===== config.mk =====
export PLATFORM = sky130hd
export DESIGN_NAME = instr_mem_loader
export DESIGN_NICKNAME = d
export VERILOG_FILES = /design/src/rtl/instr_mem_loader.sv
export SDC_FILE = /design/constraint.sdc
export NUM_CORES = 1
export LEC_CHECK = 0
export ABC_AREA = 0
export BUFFER_PORTS_ARGS = -buffer_cell sky130_fd_sc_hd__buf_2
export CAP_MARGIN = 20
export CORE_ASPECT_RATIO = 1.4
export CORE_MARGIN = 2
export CORE_UTILIZATION = 53
export CTS_BUF_LIST = sky130_fd_sc_hd__clkbuf_2
export DETAILED_ROUTE_END_ITERATION = 6
export PLACE_DENSITY = 0.83
export SLEW_MARGIN = 10
export SYNTH_ARGS = -nofsm -noshare
export SYNTH_HDL_FRONTEND = slang
export SYNTH_SLANG_ARGS = --single-unit

===== constraint.sdc =====
create_clock -name i_clk -period 2.7 [get_ports i_clk]
set_input_delay 0.135 -clock i_clk [delete_from_list [all_inputs] [get_ports i_clk]]
set_output_delay 0.135 -clock i_clk [all_outputs]
set_load 0.02 [all_outputs]

===== src/rtl/instr_mem_loader.sv =====
// Assembles little-endian bytes from a serial stream into 32-bit words and writes them
// into instruction memory. The load stops at HALT_WORD, or flags an error when memory fills first.
module instr_mem_loader #(
  parameter int          ADDR_WIDTH = 8,
  parameter logic [31:0] HALT_WORD  = 32'hFFFFFFFF
) (
  input  logic                  i_clk,
  input  logic                  i_reset,
  input  logic                  i_start,
  input  logic [7:0]            i_rx_data,
  input  logic                  i_rx_valid,
  output logic                  o_rx_ready,
  output logic                  o_wr_en,
  output logic [ADDR_WIDTH-1:0] o_wr_addr,
  output logic [31:0]           o_wr_data,
  output logic                  o_busy,
  output logic                  o_done,
  output logic                  o_error,
  output logic [ADDR_WIDTH:0]   o_word_count
);

  typedef enum logic [2:0] {IDLE, COLLECT, WRITE, DONE, ERROR} state_t;

  state_t      state, state_nxt;
  logic [1:0]  byte_idx;
  logic [23:0] partial;
  logic        accept;
  logic        last_addr;
  logic        is_halt;

  assign accept    = (state == COLLECT) && i_rx_valid;
  assign last_addr = (o_wr_addr == '1);
  assign is_halt   = (o_wr_data == HALT_WORD);

  always_ff @(posedge i_clk or posedge i_reset) begin
    if (i_reset) state <= IDLE;
    else         state <= state_nxt;
  end

  always_comb begin
    state_nxt  = state;
    o_rx_ready = 1'b0;
    o_wr_en    = 1'b0;
    o_busy     = 1'b0;
    o_done     = 1'b0;
    o_error    = 1'b0;
    case (state)
      IDLE: begin
        if (i_start) state_nxt = COLLECT;
      end
      COLLECT: begin
        o_rx_ready = 1'b1;
        o_busy     = 1'b1;
        if (accept && byte_idx == 2'd3) state_nxt = WRITE;
      end
      WRITE: begin
        o_wr_en = 1'b1;
        o_busy  = 1'b1;
        if (is_halt)        state_nxt = DONE;
        else if (last_addr) state_nxt = ERROR;
        else                state_nxt = COLLECT;
      end
      DONE: begin
        o_done = 1'b1;
        if (i_start) state_nxt = COLLECT;
      end
      ERROR: begin
        o_error = 1'b1;
        if (i_start) state_nxt = COLLECT;
      end
      default: state_nxt = IDLE;
    endcase
  end

  // The final byte is merged straight into o_wr_data, so the word is presented in the WRITE cycle.
  always_ff @(posedge i_clk or posedge i_reset) begin
    if (i_reset) begin
      byte_idx     <= '0;
      partial      <= '0;
      o_wr_addr    <= '0;
      o_wr_data    <= '0;
      o_word_count <= '0;
    end else begin
      case (state)
        IDLE, DONE, ERROR: begin
          if (i_start) begin
            byte_idx     <= '0;
            o_wr_addr    <= '0;
            o_word_count <= '0;
          end
        end
        COLLECT: begin
          if (accept) begin
            case (byte_idx)
              2'd0:    partial[7:0]   <= i_rx_data;
              2'd1:    partial[15:8]  <= i_rx_data;
              2'd2:    partial[23:16] <= i_rx_data;
              default: o_wr_data      <= {i_rx_data, partial};
            endcase
            byte_idx <= byte_idx + 2'd1;
          end
        end
        WRITE: begin
          o_word_count <= o_word_count + 1'b1;
          if (!is_halt && !last_addr) o_wr_addr <= o_wr_addr + 1'b1;
        end
        default: ;
      endcase
    end
  end

endmodule

==> summary.txt, run 1 <==
Status
  • Status: completed

Finish
  • ANT cells: 0
  • Synthesis-to-layout area growth: 17.6%
  • Layout cell share with drive strength beyond 1: 0.426
  • Fin nets: 370

Floorplan
  • Total core area: between 0.006 and 0.007 mm²
  • Full die area: 0.00737 mm²
  • Die Ht: 101 µm
  • Placement Rows: 35
  • I/O pin count: 66
  • Horiz. Die Dim: 73.1 µm
  • Starting Density: 0.543

Timing
  • Final min period: about 2.2 ns
  • FMAX: 445 MHz
  • Setup-failing EPs final: 0
  • RSZ-0062 raised after global routing: no
  • Count of final hold-check violations: 0
  • Final-report max-slew violation count: 0
  • Clk_skew: 0.0264 ns
  • Final TNS setup: 0 ns
  • Final hold slack: between 0.1 and 0.15 ns
  • Worst slew pin tran: approximately 0.73 ns
  • Post-route clock period utilization: 0.832
  • Relative slew slack: 0.516

Clocking
  • Clk sinks: 78
  • H-tree levels: 3
  • CTS tree: built
  • CTS root buf: clkbuf_2
  • Clock transition at path regs: 0.23 ns
  • Total CTS buffers: 9
  • CTS Hold Bufs: 11
  • Skew-Pair Late Insertion Delay: 0.53 ns
  • CTS Buffer Depth: 2
  • Number of setup buffers added after CTS: 0
  • Post-cts gate resize count: 0

Setup path
  • Crit start category: flip-flop
  • Crit-path max FO: 11
  • Critical path data required time: 3.15 ns
  • WS Path Type: reg -> reg
  • Crit end category: flip-flop
  • Reg2Reg Setup Slack: between 0.4 and 0.5 ns
  • Arrival @ worst endpoint: roughly 2.7 ns

Routing
  • Drt pass-1 iters: 4
  • DR vias/cell: 5.72
  • DRT iter0 DRCs: 82
  • Detail Route Antenna Nets: 0
  • Drt wl/cell: 16.8 µm
  • Detailed-route DRC error count: 0
  • Post-Route WL: 7.25 mm
  • Via count: 2467

Global routing
  • Global route total overflow: 0
  • First-pass GRT wire length: around 12 mm
  • Vias in the first global route: 2479
  • GRT Resource Usage Total: 0.212
  • Initial antenna violation count: 0
  • Largest net degree at the start of global routing: 41

Power and ir drop
  • VDD IR-drop max: 0.000746 V
  • PwrDens: between 1000 and 1500 mW/mm²
  • Leak: 2.14 nW

Place
  • Placer Congestion: 0.891
  • Port Buf Inserts: 65
  • Post-DP HPWL: 5.17 mm

Logic synthesis
  • Distinct cells, synth: 42
  • Synthesized area per cell: approximately 13 µm²
  • Register bit total from synthesis: 78
  • Post-synth ARST share: 1.00
  • EDFF count, synth: 0
  • Syn nets: 287
  • Seq/Total Area, Yosys: 0.550
  • Post-synth top flop: dfrtp_1
  • Yosys warns: 0
  • Cells after Synth: 269
  • Post-Syn Area: 0.00355 mm²

Job
  • Max-Cap Viols: 0

Min path
  • HP Class: in -> async
==> per-layer routing <==
layer,track usage,vias up,wire (µm)
met5,0,-,0
li1,-,1148,-
met2,0.343,70,3680
met4,0.0826,0,121
met3,0.0360,12,303
met1,0.282,1237,3150
==> layout by cell type, fill, tap and decap left out, types with 2 or more instances in the layout <==
master,instances
nand2b_1,4
a22o_1,2
and2_1,2
a21oi_1,6
nor4_2,2
clkinvlp_4,3
dfrtp_1,78
nand3_1,4
a31o_2,3
nand2_1,17
ha_1,6
nor2b_1,2
mux2_2,27
buf_2,65
o21ai_0,17
inv_1,5
a31oi_1,5
a21boi_0,2
dlygate4sd3_1,11
and3_1,9
mux2_4,29
nand4_1,11
buf_4,4
nor2_1,8
nand2_2,3
clkbuf_2,9
==> cell usage after synthesis, types with 2 or more instances <==
| cell | number | area, µm² |
|---|---|---|
| nand2b_1 | 4 | 25.0 |
| o21ai_0 | 17 | 85.1 |
| mux2_4 | 29 | 435 |
| nor2_1 | 8 | 30.0 |
| a22o_1 | 2 | 17.5 |
| and2_1 | 2 | 12.5 |
| nor2b_1 | 2 | 12.5 |
| ha_1 | 6 | 75.1 |
| and3_1 | 9 | 56.3 |
| a21oi_1 | 6 | 30.0 |
| buf_2 | 3 | 15.0 |
| a31oi_1 | 5 | 31.3 |
| nand4_1 | 11 | 68.8 |
| nand3_1 | 4 | 20.0 |
| a21boi_0 | 2 | 15.0 |
| a31o_2 | 3 | 26.3 |
| dfrtp_1 | 78 | 1950 |
| nand2_2 | 3 | 18.8 |
| buf_6 | 4 | 45.0 |
| nand2_1 | 17 | 63.8 |
| nor4_2 | 2 | 25.0 |
| inv_1 | 6 | 22.5 |
| mux2_2 | 27 | 304 |
==> area by class of cell <==
cell class | instances | area, µm²
sequential | 78 | 1950
clock buffer | 9 | 45.0
fill | 471 | 2350
multi-input combinational | 176 | 1500
timing repair buffer | 81 | 485
clock inverter | 7 | 73.8
tap | 74 | 92.6
inverter | 6 | 22.5
==> cell families (layout without fill, tap and decap cells) <==
| group | after synthesis | count (layout) | synth area share |
|---|---|---|---|
| AOI/OAI and AO/OA | 45 | 45 | 0.0815 |
| and+or+nand+nor | 68 | 68 | 0.109 |
| DFF | 78 | 78 | 0.550 |
| buffers and inverters | 15 | 103 | 0.0265 |
| muxes | 56 | 56 | 0.209 |
| xor gates and xnor gates | 1 | 1 | 0.00247 |
| adders and majority gates | 6 | 6 | 0.0212 |
==> stage by stage <==
step / instances / total power (W) / util / setup WS [ns] / area, µm²
after floorplan: 269 / 0.00313 / - / 0.570 / 3550
after global placement: 404 / 0.00356 / 0.604 / 0.628 / 3940
after detailed placement: 404 / 0.00364 / 0.604 / 0.523 / 3940
after CTS: 431 / 0.00429 / 0.639 / 0.487 / 4170
after global routing: 431 / 0.00451 / 0.639 / 0.282 / 4170
final: 431 / 0.00425 / 0.639 / 0.455 / 4170
==> critical path, cell delays in order, from the launching register on <==
cell and delay, ns:
dfrtp_1 0.47, ha_1 0.25, and3_1 0.20, nand3_1 0.14, a21boi_1 0.62, a21boi_0 0.21, o31a_1 0.27
==> power by group <==
| group | switching, W | internal (W) |
|---|---|---|
| Clock | 0.000426 | 0.000214 |
| Sequential | 0.000347 | 0.00162 |
| Combinational | 0.000824 | 0.000823 |
| Total | 0.00160 | 0.00266 |
==> registers in the layout, indices dropped and copies added (netlist names) <==
| register | count |
|---|---|
| state | 3 |
| o_wr_data | 32 |
| byte_idx | 2 |
| partial | 24 |
| o_word_count | 9 |
| o_wr_addr | 8 |
==> final timing paths <==
| kind | from | end | depth (start not counted) |
|---|---|---|---|
| max | o_wr_addr[0] | o_wr_addr[7] | 6 |
| min | i_reset | o_wr_addr[0] | 3 |
| max reg2reg | o_wr_addr[0] | o_wr_addr[7] | 6 |
| min reg2reg | o_word_count[8] | o_word_count[8] | 1 |
| max in group asynchronous | i_reset | partial[12] | 4 |
| min in group i_clk | i_rx_data[1] | o_wr_data[25] | 3 |
Power figures use the tool's default switching activity.
==> inputs of run 2 (changes only) <==
- ABC_AREA: 0 -> 1
- clock period: 2.7 -> 2.1 ns (I/O delays scaled with it)
==> run 2 against run 1 <==
  * Worst hold slack better by 0.0083 ns
  * Wire length up 9.1%
  * Count of clock-buffer cells in the layout grew 3
  * Largest cell class unchanged
  * Critical path depth did not move
  * Via count rose by 22%
  * Global-route usage is 1.6 points higher
  * Die area fell by 0.17%
  * Largest power group unchanged
==> summary.txt, run 2 <==
Routing
  • Drt pass-1 iters: 6
  • DRT iter0 DRCs: ~130
  • DR vias/cell: around 5.2
  • Via count: 3018
  • Detail Route Antenna Nets: 0
  • Post-Route WL: 7.91 mm
  • Drt wl/cell: 13.7 µm
  • Detailed-route DRC error count: 0

Logic synthesis
  • Distinct cells, synth: 32
  • Syn nets: ~440
  • Yosys top cell by area: dfrtp_1
  • Synth top area share: 0.551
  • Most common cell in the synthesized netlist: nand2_1
  • EDFF count, synth: 0
  • Post-synth top cells: nand2_1 (182), dfrtp_1 (78), o21ai_0 (41), inv_1 (30), nor2_1 (22)
  • Synth top area cells: dfrtp_1 (55%), nand2_1 (19%), o21ai_0 (5.8%)
  • Register bit total from synthesis: slightly below 80
  • Post-synth top flop: dfrtp_1
  • Synthesized area per cell: between 8 and 9 µm²
  • Post-Syn Area: 0.00354 mm²
  • Post-synth ARST share: 1.00
  • Yosys warns: 0
  • Seq/Total Area, Yosys: 0.551
  • Cells after Synth: 419

Timing
  • Final-report max-slew violation count: 0
  • Post-route clock period utilization: 0.948
  • Worst slew pin tran: 0.693 ns
  • Final hold slack: 0.110 ns
  • FMAX: between 500 and 600 MHz
  • Clk_skew: 0.0172 ns
  • Setup-failing EPs final: 0
  • Count of final hold-check violations: 0
  • Final TNS setup: 0 ns
  • Relative slew slack: 0.537
  • Final min period: around 2.0 ns
  • RSZ-0062 raised after global routing: no

Clocking
  • Clock transition at path regs: around 0.18 ns
  • CTS root buf: clkbuf_2
  • H-tree levels: 3
  • CTS Buffer Depth: 2
  • Skew-Pair Late Insertion Delay: approximately 0.50 ns
  • Clk sinks: just under 80
  • CTS tree: built
  • Total CTS buffers: 9

Min path
  • WHS Endpoint: byte_idx[1]
  • HP Class: in -> reg
  • Worst hold stages: 4
  • Hold Startpoint: i_rx_valid

Power and ir drop
  • Pint: just under 0.003 W
  • VDD IR-drop max: between 0.0007 and 0.0008 V
  • Leak: 2.26 nW
  • Sw Pwr: between 0.002 and 0.0025 W
  • Power share of the clock group: 0.153
  • PwrDens: 1220 mW/mm²
  • Comb power frac: 0.370
  • Part of the power in registers: 0.477
  • Sw Share: 0.421

Place
  • Port Buf Inserts: 65
  • Post-DP HPWL: about 5.6 mm
  • Placer Congestion: roughly 0.89

Finish
  • Area of the multi-input gates: 0.00139 mm²
  • Synthesis-to-layout area growth: 16.9%
  • Fin nets: 517
  • Top reg by flops: o_wr_data
  • FILL cells: 545
  • Largest register FFs: 32
  • Register area: 0.00195 mm²
  • ANT cells: 0
  • Layout cell share with drive strength beyond 1: 0.200
  • Commonest cells after routing, fill and taps aside: nand2_1 (182), dfrtp_1 (78), buf_2 (65), o21ai_0 (41), inv_1 (28)
  • Commonest non-fill, non-tap cell in the layout: nand2_1
  • Largest registers: o_wr_data: 32 flops, partial: 24 flops, o_word_count: 9 flops

Floorplan
  • Placement Rows: 35
  • Full die area: 0.00736 mm²
  • I/O pin count: 66
  • Total core area: between 0.006 and 0.007 mm²
  • Starting Density: 0.542
  • Die Ht: 101 µm
  • Horiz. Die Dim: 73.1 µm

Setup path
  • R2R cell count: 8
  • Crit end category: output pin
  • Critical path data required time: about 2 ns
  • Crit-path max FO: 13
  • Reg2Reg Setup Slack: 0.28 ns
  • WS Path Type: reg -> out
  • Reg2Reg Capture Point: o_wr_addr[6]
  • Crit start category: flip-flop
  • Reg2reg start: state[2]
  • Arrival @ worst endpoint: 1.89 ns

Global routing
  • Largest net degree at the start of global routing: 32
  • GRT Resource Usage Total: 0.228
  • First-pass GRT wire length: approximately 13 mm
  • Global route total overflow: 0
  • Vias in the first global route: 2900
  • Initial antenna violation count: 0

Status
  • Status: completed

Job
  • Max-Cap Viols: 0
==> run 2: cell types whose count changed in the layout (fill, tap and decap cells not counted), moves of 14 or more <==
cell     change
nor2_1      +14
nand2_1    +165
o21ai_0     +24
mux2_4      -29
inv_1       +23
mux2_2      -27
==> run 2: cell type report <==
cell class	instances	area share
repair buffers	80	0.115
clock buffers	12	0.0145
flip-flops and latches	78	0.472
multi-input cells	299	0.335
inverters	31	0.0299
clock inverters	4	0.0115
well taps	74	0.0224
==> run 2: routing by layer <==
layer  global-route usage  share of wire  vias up  wire [µm]
met5                    0              0        -          0
met4               0.0712          0.014        0        111
met3               0.0380          0.048       12        383
met2                0.395           0.51      107       4070
met1                0.288           0.42     1421       3350
li1                     -              -     1478          -
==> run 2: how the worst max path moves through the flow <==
| stage | startpoint | to | slack (ns) | depth (start not counted) |
|---|---|---|---|---|
| floorplan | o_wr_addr[0] | o_wr_addr[7] | 0.53 | 9 |
| global placement | state[2] | o_wr_addr[7] | 0.44 | 8 |
| detailed placement | state[2] | o_wr_addr[4] | 0.34 | 8 |
| CTS | state[2] | o_busy | 0.12 | 6 |
| global route | state[2] | o_busy | 0.003 | 6 |
| finish | state[2] | o_busy | 0.11 | 6 |
==> run 2: power groups by stage <==
stage	Sequential, W	Combinational, W	Clock [W]
global route	0.00248	0.00209	0.000850
floorplan	0.00271	0.000960	0
detailed placement	0.00244	0.00184	0
CTS	0.00241	0.00188	0.000789
finish	0.00242	0.00187	0.000773
global placement	0.00242	0.00178	0
==> run 2: repair_timing <==
action                     in CTS  in global routing
hold endpoints to repair       65                  0
resized for setup               1                  0
setup endpoints to repair       1                  0
buffers inserted                1                  0
hold buffers                   10                  0
==> run 2: kinds of logic (layout without fill, tap and decap cells) <==
logic type,count (synthesis),after routing,synth area share
simple gates,237,237,0.279
fa+ha+maj,6,6,0.0212
compound gates,55,55,0.0894
buf+inv,42,127,0.0569
xor+xnor,1,1,0.00247
flops,78,78,0.551
==> run 2: worst max-delay path: stages (launching register included) <==
cell and delay, ns:
dfrtp_1 0.43, inv_2 0.09, nand2_2 0.09, nor2_4 0.35
clkinvlp_4 0.19, nand2_1 0.08, buf_2 0.16
==> run 2: metrics by stage <==
step                worst slack, ns  area, µm²  total power (W)  std cells   util
global placement              0.445       3920          0.00419        551  0.601
floorplan                     0.533       3540          0.00367        419      -
global route                0.00286       4140          0.00542        578  0.634
finish                        0.110       4140          0.00506        578  0.634
detailed placement            0.338       3920          0.00428        551  0.601
CTS                           0.120       4140          0.00508        578  0.634
